`src/rtl/if_stage_pc_unit.sv`:
```
// Instruction-fetch stage: program counter, imem request handshake and the IF/ID register.
// Stall, flush and memory wait states are resolved here so decode sees a clean instr/valid pair.
module if_stage_pc_unit #(
  parameter logic [31:0] RESET_PC  = 32'h0000_0000,
  parameter logic [31:0] NOP_INSTR = 32'h0000_0013
) (
  input  logic        clk,
  input  logic        rst,
  input  logic [31:0] pc_next,
  output logic [31:0] pc_plus4,
  output logic [31:0] pc_f,
  output logic        imem_req,
  input  logic [31:0] imem_rdata,
  input  logic        imem_valid,
  input  logic        stall_f,
  input  logic        stall_d,
  input  logic        flush_d,
  output logic [31:0] instr_d,
  output logic [31:0] pc_d,
  output logic [31:0] pc_plus4_d,
  output logic        valid_d,
  output logic [15:0] stall_cnt
);

  typedef enum logic [0:0] {StBoot, StRun} state_e;

  state_e      state_q;
  logic        run;
  logic        fetch_ok;

  logic [31:0] fetch_pc_q, fetch_pc_d;
  logic [31:0] id_instr_q, id_instr_d;
  logic [31:0] id_pc_q, id_pc_d;
  logic [31:0] id_pc4_q, id_pc4_d;
  logic        id_valid_q, id_valid_d;
  logic [15:0] stall_cnt_q, stall_cnt_d;

  // BOOT lasts exactly one cycle after reset so the first request is clean.
  always_ff @(posedge clk or posedge rst) begin
    if (rst) begin
      state_q <= StBoot;
    end else begin
      state_q <= StRun;
    end
  end

  assign run      = (state_q == StRun);
  assign imem_req = run;
  assign fetch_ok = run & imem_valid;
  assign pc_plus4 = fetch_pc_q + 32'd4;

  // Flush redirects even through a stall or a memory wait state.
  always_comb begin
    fetch_pc_d = fetch_pc_q;
    if (run) begin
      if (flush_d) begin
        fetch_pc_d = pc_next;
      end else if (!stall_f && fetch_ok) begin
        fetch_pc_d = pc_next;
      end
    end
  end

  always_comb begin
    id_instr_d = id_instr_q;
    id_pc_d    = id_pc_q;
    id_pc4_d   = id_pc4_q;
    id_valid_d = id_valid_q;
    if (flush_d) begin
      id_instr_d = NOP_INSTR;
      id_valid_d = 1'b0;
    end else if (stall_d) begin
      id_valid_d = id_valid_q;
    end else if (fetch_ok) begin
      id_instr_d = imem_rdata;
      id_pc_d    = fetch_pc_q;
      id_pc4_d   = pc_plus4;
      id_valid_d = 1'b1;
    end else begin
      id_instr_d = NOP_INSTR;
      id_valid_d = 1'b0;
    end
  end

  // Only memory-induced losses count; hazard stalls are not the memory's fault.
  always_comb begin
    stall_cnt_d = stall_cnt_q;
    if (run && !imem_valid && !stall_f && (stall_cnt_q != 16'hFFFF)) begin
      stall_cnt_d = stall_cnt_q + 16'd1;
    end
  end

  always_ff @(posedge clk or posedge rst) begin
    if (rst) begin
      fetch_pc_q  <= RESET_PC;
      id_instr_q  <= NOP_INSTR;
      id_pc_q     <= 32'd0;
      id_pc4_q    <= 32'd0;
      id_valid_q  <= 1'b0;
      stall_cnt_q <= 16'd0;
    end else begin
      fetch_pc_q  <= fetch_pc_d;
      id_instr_q  <= id_instr_d;
      id_pc_q     <= id_pc_d;
      id_pc4_q    <= id_pc4_d;
      id_valid_q  <= id_valid_d;
      stall_cnt_q <= stall_cnt_d;
    end
  end

  assign pc_f       = fetch_pc_q;
  assign instr_d    = id_instr_q;
  assign pc_d       = id_pc_q;
  assign pc_plus4_d = id_pc4_q;
  assign valid_d    = id_valid_q;
  assign stall_cnt  = stall_cnt_q;

endmodule

```
`config.mk`:
```
export PLATFORM = sky130hd
export DESIGN_NAME = if_stage_pc_unit
export DESIGN_NICKNAME = d
export VERILOG_FILES = /design/src/rtl/if_stage_pc_unit.sv
export SDC_FILE = /design/constraint.sdc
export NUM_CORES = 1
export LEC_CHECK = 0
export BUFFER_PORTS_ARGS = -buffer_cell sky130_fd_sc_hd__buf_4
export CAP_MARGIN = 30
export CORE_MARGIN = 2
export CORE_UTILIZATION = 44
export CTS_CLUSTER_SIZE = 16
export DETAILED_ROUTE_END_ITERATION = 8
export PLACE_DENSITY = 0.76
export SLEW_MARGIN = 5
export SYNTH_ARGS = -nofsm -noshare
export SYNTH_HDL_FRONTEND = slang
export SYNTH_SLANG_ARGS = --single-unit
```
`constraint.sdc`:
```
create_clock -name clk -period 4.2 [get_ports clk]
set_clock_uncertainty 0.1 [all_clocks]
set_input_delay 0.21 -clock clk [delete_from_list [all_inputs] [get_ports clk]]
set_output_delay 0.21 -clock clk [all_outputs]
set_load 0.005 [all_outputs]
```
### Word-level counts from Yosys, hierarchy flattened

Index checks and enable logic that the tools add are counted.

| storage, ports and cells | value |
|---|---|
| bits in registers | 146 |
| latch bits | 0 |
| RAM bits | 0 |
| memory bits (read-only) | 0 |
| bits of input ports | 70 |
| output and inout bits | 178 |
| word-level logic and storage cells | 31 |
| memories kept | 0 |

| cells by class | value |
|---|---|
| add/subtract/negate cells | 2 |
| $mul | 0 |
| divide/modulo/power cells | 0 |
| order comparisons | 0 |
| equality and inequality tests | 2 |
| shift-type cells | 0 |
| multiplexer cells | 8 |
| bitwise logic cells | 3 |
| reduce and logical (&&, ||, !) cells | 9 |

Operators with widths:

| operator | number |
|---|---|
| $mux W32 | 5 |
| $add A32 B3 Y32 const B | 1 |
| $add A16 B1 Y16 const B | 1 |
| $ne A16 B16 Y1 const B | 1 |
| $logic_and A1 B1 Y1 | 4 |
| $mux W1 | 3 |
| $reduce_and A3 Y1 | 1 |
| $logic_not A1 Y1 | 2 |
| $ne A2 B1 Y1 const B | 1 |
| $not A1 Y1 | 2 |
| $reduce_and A2 Y1 | 1 |
| $reduce_bool A2 Y1 | 1 |
| $and A1 B1 Y1 | 1 |

### Depth between registers and ports, before layout

Gate-level depths: netlist of the first run.

| logic depth | value |
|---|---|
| word-level depth | 4 |
| mapped depth | 6 |
| mapped depth without buffers | 5 |

### Worst setup path after synthesis of the first run

Ideal clock, no wire load.

| timing | value |
|---|---|
| path kind | flip-flop to output port |
| from | register fetch_pc_q[7] (netlist: pc_f[7]) |
| to | output pc_plus4[29] |
| arrival time | 1.828 ns |
| data required time | 3.890 ns |
| path slack | 2.062 ns |
| cell stages (with the launch flop) | 6 |
| path buffers | 1 |
| cell sequence | dfrtp_1 -> buf_2 -> nand4_4 -> or4_4 -> or4_4 -> nand2_1 |

| between the ends | value |
|---|---|
| cells in the longest elaborated chain, start to end | 1 |

RTL lines:

| what | line | text |
|---|---|---|
| from (decl) | 31 | `logic [31:0] fetch_pc_q, fetch_pc_d;` |
| from (signal assigned) | 102 | `fetch_pc_q <= fetch_pc_d;` |
| $add A32 B3 Y32 | 50 | `assign pc_plus4 = fetch_pc_q + 32'd4;` |
| to (decl) | 10 | `output logic [31:0] pc_plus4,` |

Every way passes these cells.

### Final worst setup path of the first run

| timing | value |
|---|---|
| from | register fetch_pc_q[3] (netlist: pc_f[3]) |
| to | output pc_plus4[30] |

Same word-level chain as after synthesis.

==> summary.txt, run 1 <==
Status
  • Status: completed

Final layout
  • Layout net count: 946
  • Fin area: 0.00960 mm2
  • Post-layout util: 68.9%
  • ANT cells: 0
  • Layout cells sized above 1: 40.0%
  • Area grow syn2layout: 52.9%

Critical path
  • CP max-delay cell: nor4_1
  • Startpoint class of the critical path: flop
  • Crit-path cells: ha_1, nand3_1, nor4_1, nand2_1, xnor2_1, buf_4
  • Critical path arrival: 2.64 ns
  • Slowest cell delay on critical path: 0.62 ns
  • Worst-path maximum fanout: 7
  • Crit Path Class: reg2out
  • WP data required: 3.89 ns
  • Worst setup EP type: output port

Synth
  • Post-Syn Nets: 644
  • Post-synth top flop: dfrtp_1
  • EDFF count, synth: 0
  • Post-synth top cells: dfrtp_1 (141), nand2_1 (126), mux2_2 (44), a22o_1 (29), clkbuf_1 (25)
  • Yosys warnings: 0
  • Mapped Area: 0.00628 mm2
  • Ranking of synthesized cells by area: dfrtp_1 (56%), mux2_2 (7.9%), nand2_1 (7.5%), a22o_1 (4.0%), xor2_1 (3.2%)
  • Post-synth top area share: 56.2%
  • Mean area per synthesized cell: 11.0 um2
  • Sequential area share after synthesis: 57.5%
  • Count leader, synth: dfrtp_1
  • Synth unique cells: 49
  • Synthesized flop and latch total: 144
  • Synthesized instance count: 572
  • Area leader, netlist: dfrtp_1
  • Async set-reset flop share out of synthesis: 100%

Global routing
  • Antenna violations before repair: 0
  • GRT overflow: 0
  • Global Route Usage Sum: 24.9%
  • Largest net degree at the start of global routing: 86
  • Gr busiest metal: met2
  • GR Layer Usage met3: 6.83%
  • GRT met1 Usage: 30.5%
  • First-pass GRT wire length: 28,800 um
  • Met2 usage: 41.7%
  • Vias in the first global route: 5,638

Pwr
  • Max VDD drop: 0.312 mV
  • Leak Pwr: 4.76 nW
  • PD cells: 456 mW/mm2

Routing
  • DRT iter0 DRCs: 367
  • Final WL: 18,900 um
  • DRC viols: 0
  • Antenna Violating Nets Remaining: 0
  • Via-per-instance ratio: 5.28
  • Detailed Routing Iterations Pass 1: 4
  • Routed via count: 5,636
  • Routed len/inst: 17.7 um

Clocking
  • Clk sinks: 144
  • CTS Buffer Depth: 2
  • Clock Latency Late Sink: 0.41 ns
  • CTS tree: done
  • CTS Root Cell: clkbuf_16
  • Clock transition at path regs: 0.06 ns
  • CTS H-tree lvls: 4
  • Setup Buffers After CTS: 0
  • CTS Buf Count: 17

Timing
  • RSZ-0062 raised after global routing: no
  • Max Transition Viols Final: 0
  • Final Cycle Share: 70.2%
  • Final setup violating endpoints: 0
  • Final Critical Period: 2.95 ns
  • Highest clock rate: 339 MHz
  • Slew @ Worst Pin: 0.779 ns
  • Final Hold Fails: 0
  • Final TNS setup: 0 ns
  • Final WS setup: 1.25 ns
  • WHS: 0.0786 ns
  • Max_slew headroom: 47.6%

Floorplanning
  • Die Ht: 123 um
  • Rows: 43
  • I/O pins: 248
  • Die area: 0.0152 mm2
  • Core area: 0.0139 mm2
  • Initial core utilization: 45.1%
  • Die width: 123 um

Place
  • Post-Place Cell Area: 0.00833 mm2
  • Place WS: 1.70 ns
  • Buffers on Ports: 247
  • Post-DP HPWL: 12,500 um
  • Gpl congestion: 0.800

Hold path
  • Tightest Hold Check Type: in2reg

Job
  • Max-cap violations: 0
## where the power goes
group | switching (mW) | total (mW) | internal [mW] | leakage (nW)
combinational | 0.397 | 0.989 | 0.592 | 2.65
sequential | 0.226 | 1.84 | 1.61 | 1.82
clock | 0.567 | 1.55 | 0.984 | 0.296
## layout by cell type (no fill, tap or decap), types with 6 or more instances in the layout
master           n
dlygate4sd3_1   65
nand2_1        126
clkbuf_16       17
mux2_2          44
buf_4          254
dfrtp_1        141
a31oi_1          8
xor2_1          23
nor2_1          22
clkbuf_8         7
nor3_1           9
o21ai_0          9
nor4_1           9
a31o_2           7
a22o_1          29
nand3_1         22
xnor2_1         12
inv_1            6
nand4_1         16
## area by class of cell
class	instances	area, um2
inverter	7	31.3
clock buffer	24	522
timing repair buffer	321	2590
multi-input combinational	383	2520
tap	180	225
sequential	144	3610
clock inverter	8	100
fill	1028	4340
## per-layer routing
layer,wire (um),part of all wire (%)
met5,0,0
met4,420,2.2
met3,1230,6.5
met1,7780,41
met2,9500,50
## worst max-delay path, delay by kind of cell, from the launching register on
kind / cells / cell delay [ns]
and+or+nand+nor: 3 / 1.06
xor gates and xnor gates: 1 / 0.30
DFF: 1 / 0.46
adders and majority gates: 1 / 0.23
buffers and inverters: 1 / 0.17
## path summary, 6_finish.rpt
check,from,endpoint,slack [ns],depth (start not counted)
max,pc_f[3]$_DFFE_PP0P_,pc_plus4[30],1.25,6
min,flush_d,valid_d$_DFFE_PP0P_,0.08,4
max reg2reg,imem_req$_DFF_PP0_,stall_cnt[13]$_DFFE_PP0P_,1.79,4
min reg2reg,valid_d$_DFFE_PP0P_,valid_d$_DFFE_PP0P_,0.38,2
max in group asynchronous,rst,pc_d[6]$_DFFE_PP0P_,2.68,4
min in group asynchronous,rst,instr_d[2]$_DFFE_PP0P_,0.42,3
## cells by family after synthesis
kind of cell	count (synthesis)	synth area share [%]
AND/OR/NAND/NOR	237	18.4
flip-flops	144	57.5
AO/OA/AOI/OAI	64	7.81
buffers and inverters	45	3.11
multiplexers	44	7.89
XOR/XNOR	35	4.88
adder cells (fa/ha/maj)	2	0.399
other	1	0.0597
## through the flow
stage	instances	total power, mW
3_5_place_dp	970	2.79
5_1_grt	1067	4.59
4_1_cts	1067	4.40
2_1_floorplan	572	2.18
3_3_place_gp	968	2.76
6_report	1067	4.38
## repair_timing
item / CTS / global route
hold buffers: 65 / 0
hold endpoints to repair: 144 / 0
resized for setup: 0 / 0
## registers in the layout, indices dropped and copies added, names as in the netlist
register	flops
imem_req	1
instr_d	32
pc_d	32
pc_f	32
pc_plus4_d	30
stall_cnt	16
valid_d	1
Power figures use the tool's default switching activity.
==> run 2, diff against run 1 <==
Settings changed: CORE_UTILIZATION 44 to 49, PLACE_DENSITY 0.76 to 0.8.
Clock period 4.2 ns to 2.9 ns, I/O delays scaled along.
==> summary.txt, run 2 (synthesis results as in run 1) <==
Clocking
  • CTS H-tree lvls: 4
  • Clock Latency Late Sink: 0.41 ns
  • Clock transition at path regs: 0.06 ns
  • CTS Buffer Depth: 2
  • CTS Buf Count: 17
  • CTS tree: done
  • Clk sinks: 144
  • CTS Root Cell: clkbuf_16

Routing
  • DRT iter0 DRCs: 548
  • Routed via count: 5,837
  • Detailed Routing Iterations Pass 1: 5
  • Final WL: 20,200 um
  • Routed len/inst: 19.0 um
  • Via-per-instance ratio: 5.51
  • Antenna Violating Nets Remaining: 0
  • DRC viols: 0

Global routing
  • Global Route Usage Sum: 29.5%
  • Antenna violations before repair: 0
  • GRT overflow: 0
  • Vias in the first global route: 5,836
  • Largest net degree at the start of global routing: 50
  • First-pass GRT wire length: 30,600 um

Timing
  • WHS: 0.0407 ns
  • Final Critical Period: 2.81 ns
  • Highest clock rate: 356 MHz
  • Max Transition Viols Final: 0
  • Slew @ Worst Pin: 0.769 ns
  • Final TNS setup: 0 ns
  • Final Cycle Share: 96.9%
  • Final setup violating endpoints: 0
  • Max_slew headroom: 48.3%
  • Final Hold Fails: 0

Final layout
  • Fillers: 811
  • Most frequent cells in the layout: buf_4 (257), dfrtp_1 (138), nand2_1 (126)
  • Layout net count: 949
  • Layout cells sized above 1: 40.1%
  • ANT cells: 0
  • Commonest non-fill, non-tap cell in the layout: buf_4
  • Area grow syn2layout: 52.4%

Floorplanning
  • I/O pins: 248
  • Initial core utilization: 50.0%
  • Core area: 0.0126 mm2
  • Die area: 0.0137 mm2
  • Die width: 117 um
  • Rows: 41
  • Die Ht: 117 um

Critical path
  • Critical path arrival: 2.57 ns
  • Crit Path Class: reg2out
  • Worst-path maximum fanout: 12
  • WP data required: 2.65 ns
  • Startpoint class of the critical path: flop
  • Worst setup EP type: output port

Pwr
  • Clock network power share: 33.9%
  • Flop pwr share: 42.9%
  • P_sw: 1.73 mW
  • Max VDD drop: 0.564 mV
  • Leak Pwr: 4.76 nW
  • Switch share: 27.6%
  • Comb pwr share: 23.2%
  • PD cells: 653 mW/mm2
  • Cell-internal power: 4.52 mW

Hold path
  • Tightest Hold Check Type: in2reg

Place
  • Post-DP HPWL: 12,900 um
  • Gpl congestion: 0.823
  • Buffers on Ports: 247

Job
  • Max-cap violations: 0

Status
  • Status: completed
-- run 2: cell types whose count changed in the layout (fill, tap and decap cells not counted), sizes merged --
cell	change
clkinv	+3
inv	-1
clkinvlp	-3
buf	+3
clkbuf	-1
-- run 2: area by class of cell --
| type | count | area (um2) | area share [%] |
|---|---|---|---|
| Sequential cell | 144 | 3610 | 37.7 |
| Timing Repair Buffer | 324 | 2630 | 27.5 |
| Multi-Input combinational cell | 383 | 2520 | 26.4 |
| Clock buffer | 23 | 478 | 5.00 |
| Tap cell | 172 | 215 | 2.25 |
| Clock inverter | 7 | 85.1 | 0.889 |
| Inverter | 7 | 30.0 | 0.314 |
-- run 2: path summary, 6_finish.rpt --
check | from | end | slack (ns) | cells past startpoint
max in group asynchronous | rst | pc_f[10]$_DFFE_PP0P_ | 1.57 | 4
max reg2reg | imem_req$_DFF_PP0_ | stall_cnt[13]$_DFFE_PP0P_ | 0.49 | 4
min | flush_d | valid_d$_DFFE_PP0P_ | 0.04 | 4
min in group asynchronous | rst | valid_d$_DFFE_PP0P_ | 0.27 | 3
max | pc_f[3]$_DFFE_PP0P_ | pc_plus4[29] | 0.09 | 5
min reg2reg | pc_d[30]$_DFFE_PP0P_ | pc_d[30]$_DFFE_PP0P_ | 0.38 | 2
-- run 2: per-stage QoR --
step	setup WS, ns	utilization, %	instances	total power, mW	area, um2
after floorplan	0.822	-	572	3.16	6280
after detailed placement	0.516	66.4	964	4.06	8340
after CTS	0.0634	76.0	1059	6.24	9560
after global placement	0.586	66.2	963	4.00	8320
final	0.0890	76.1	1060	6.25	9570
after global routing	-0.0272	76.1	1060	6.53	9570
-- run 2: layer usage --
metal / GRT usage (%) / vias to the layer above / wire (um)
li1: - / 2601 / -
met1: 34.2 / 2931 / 7790
met2: 51.9 / 263 / 10500
met3: 8.34 / 42 / 1370
met4: 11.0 / 0 / 489
met5: 0 / - / 0
-- run 2: timing repair --
item                                    in CTS  in global routing
gates resized for setup                      0                  3
endpoints found under the hold margin       86                  0
endpoints found under the setup margin       0                  1
hold buffers                                65                  0
buffers inserted                             0                  1
-- run 2: power groups by stage --
stage               sequential [mW]  combinational (mW)  clock, mW
floorplan                      2.63               0.525          0
global placement               2.67                1.33          0
detailed placement             2.69                1.36          0
CTS                            2.67                1.44       2.13
global route                   2.72                1.58       2.23
finish                         2.68                1.45       2.11
-- run 2: worst max-delay path, cell delays in order (launching register included) --
cell     delay [ns]
dfrtp_1        0.46
nand4_1        0.25
or4_4          0.69
or4_4          0.55
nand2_1        0.09
buf_4          0.11
==> run 3, diff against run 2 <==
Settings changed: CORE_UTILIZATION 49 to 50, CTS_BUF_LIST from default to sky130_fd_sc_hd__clkbuf_8, PLACE_DENSITY 0.8 to 0.82.
==> summary.txt, run 3 (synthesis results as in run 1) <==
Final layout
  • Most frequent cells in the layout: buf_4 (254), dfrtp_1 (134), nand2_1 (126)
  • Fillers: 787
  • Register Area: 0.00362 mm2
  • Area grow syn2layout: 49.9%
  • Commonest non-fill, non-tap cell in the layout: buf_4
  • ANT cells: 0
  • Post-route non-filler standard cell count: 1,058
  • Layout net count: 949
  • Layout cells sized above 1: 40.6%
  • Multi-input combinational cell area: 0.00252 mm2

Place
  • Cells after DPL: 958
  • Gpl congestion: 0.827
  • Post-DP HPWL: 12,400 um
  • Buffers on Ports: 247

Routing
  • Via-per-instance ratio: 5.36
  • Routed len/inst: 18.6 um
  • Final WL: 19,700 um
  • DRT iter0 DRCs: 464
  • DRC viols: 0
  • Antenna Violating Nets Remaining: 0
  • Detailed Routing Iterations Pass 1: 4
  • Routed via count: 5,666

Floorplanning
  • Die area: 0.0135 mm2
  • I/O pins: 248
  • Core area: 0.0121 mm2
  • Rows: 40
  • Initial core utilization: 51.8%
  • Die width: 116 um
  • Die Ht: 116 um

Critical path
  • WP data required: 2.65 ns
  • Worst-path maximum fanout: 12
  • Critical path arrival: 2.55 ns
  • Crit Path Class: reg2out
  • Worst setup EP type: output port
  • Startpoint class of the critical path: flop
  • Reg2reg setup slack: 0.55 ns

Global routing
  • Largest net degree at the start of global routing: 100
  • Antenna violations before repair: 0
  • Vias in the first global route: 5,801
  • GRT overflow: 0
  • Global Route Usage Sum: 29.8%
  • First-pass GRT wire length: 30,500 um

Pwr
  • P_sw: 1.70 mW
  • Leak Pwr: 4.67 nW
  • Cell-internal power: 4.04 mW
  • Tot Pwr: 5.74 mW
  • PD cells: 610 mW/mm2
  • Switch share: 29.6%
  • Clock network power share: 28.0%
  • Flop pwr share: 46.5%
  • Comb pwr share: 25.5%
  • Max VDD drop: 0.441 mV

Clocking
  • Clk sinks: 144
  • CTS Buffer Depth: 2
  • CTS Buf Count: 17
  • CTS tree: done
  • Clock transition at path regs: 0.08 ns
  • CTS Root Cell: clkbuf_8
  • CTS H-tree lvls: 4
  • Clock Latency Late Sink: 0.45 ns

Timing
  • WHS: 0.0106 ns
  • Final Cycle Share: 96.3%
  • Final Hold Fails: 0
  • Final setup violating endpoints: 0
  • Final Critical Period: 2.79 ns
  • Max_slew headroom: 46.1%
  • Slew @ Worst Pin: 0.802 ns
  • Max Transition Viols Final: 0
  • Highest clock rate: 358 MHz

Hold path
  • Tightest Hold Check Type: in2reg

Status
  • Status: completed

Job
  • Max-cap violations: 0
[run 3: cell count changes in the layout (fill, tap and decap cells not counted), sizes merged]
cell | before | now
inv | 6 | 8
buf | 259 | 257
clkinvlp | 1 | 4
clkinv | 5 | 4
clkbuf | 23 | 21
dlygate4sd3 | 65 | 67
[run 3: repair_timing]
item / CTS / global route
hold endpoints to repair: 205 / 0
hold buffers: 67 / 0
resized for setup: 0 / 7
setup endpoints to repair: 0 / 1
setup buffers: 0 / 1
[run 3: power by group through the flow]
| stage | clock network [mW] | registers [mW] | logic, mW |
|---|---|---|---|
| 2_1_floorplan | 0 | 2.63 | 0.525 |
| 4_1_cts | 1.62 | 2.66 | 1.45 |
| 6_report | 1.61 | 2.67 | 1.46 |
| 3_5_place_dp | 0 | 2.69 | 1.37 |
| 5_1_grt | 1.71 | 2.72 | 1.59 |
| 3_3_place_gp | 0 | 2.67 | 1.33 |
[run 3: final timing paths]
path / startpoint / end / depth (start not counted)
min in group asynchronous: rst / pc_f[30]$_DFFE_PP0P_ / 4
worst max-delay path: pc_f[9]$_DFFE_PP0P_ / pc_plus4[29] / 5
worst min-delay path: stall_d / instr_d[0]$_DFFE_PP1P_ / 3
max in group asynchronous: rst / pc_f[11]$_DFFE_PP0P_ / 4
worst min register to register: pc_d[5]$_DFFE_PP0P_ / pc_d[5]$_DFFE_PP0P_ / 2
worst max register to register: imem_req$_DFF_PP0_ / stall_cnt[13]$_DFFE_PP0P_ / 4
[run 3: worst max-delay path: stages (launching register included)]
cell and delay (ns):
dfrtp_1 0.49, nand4_4 0.21, or4_4 0.66, or4_4 0.55
nand2_1 0.08, buf_4 0.10
[run 3: stage by stage]
step | setup slack (ns) | util, % | TNS (ns) | area, um2
floorplan | 0.822 | - | 0 | 6280
global placement | 0.577 | 68.6 | 0 | 8310
detailed placement | 0.521 | 68.7 | 0 | 8320
CTS | 0.0118 | 77.6 | 0 | 9400
global route | -0.00189 | 77.7 | -0.00189 | 9410
finish | 0.108 | 77.7 | 0 | 9410
[run 3: layer usage]
metal / vias to the layer above / share of wire [%] / track usage [%]
met1: 2808 / 38 / 35.0
met2: 205 / 52 / 52.0
met5: - / 0 / 0
met3: 41 / 6.6 / 7.90
li1: 2612 / - / -
met4: 0 / 2.9 / 12.5
[run 3: final cells by class]
type	count	area share, %
Clock buffer	21	3.07
Clock inverter	11	1.21
Inverter	7	0.319
Multi-Input combinational cell	383	26.8
Sequential cell	144	38.4
Tap cell	168	2.23
Timing Repair Buffer	324	28.0
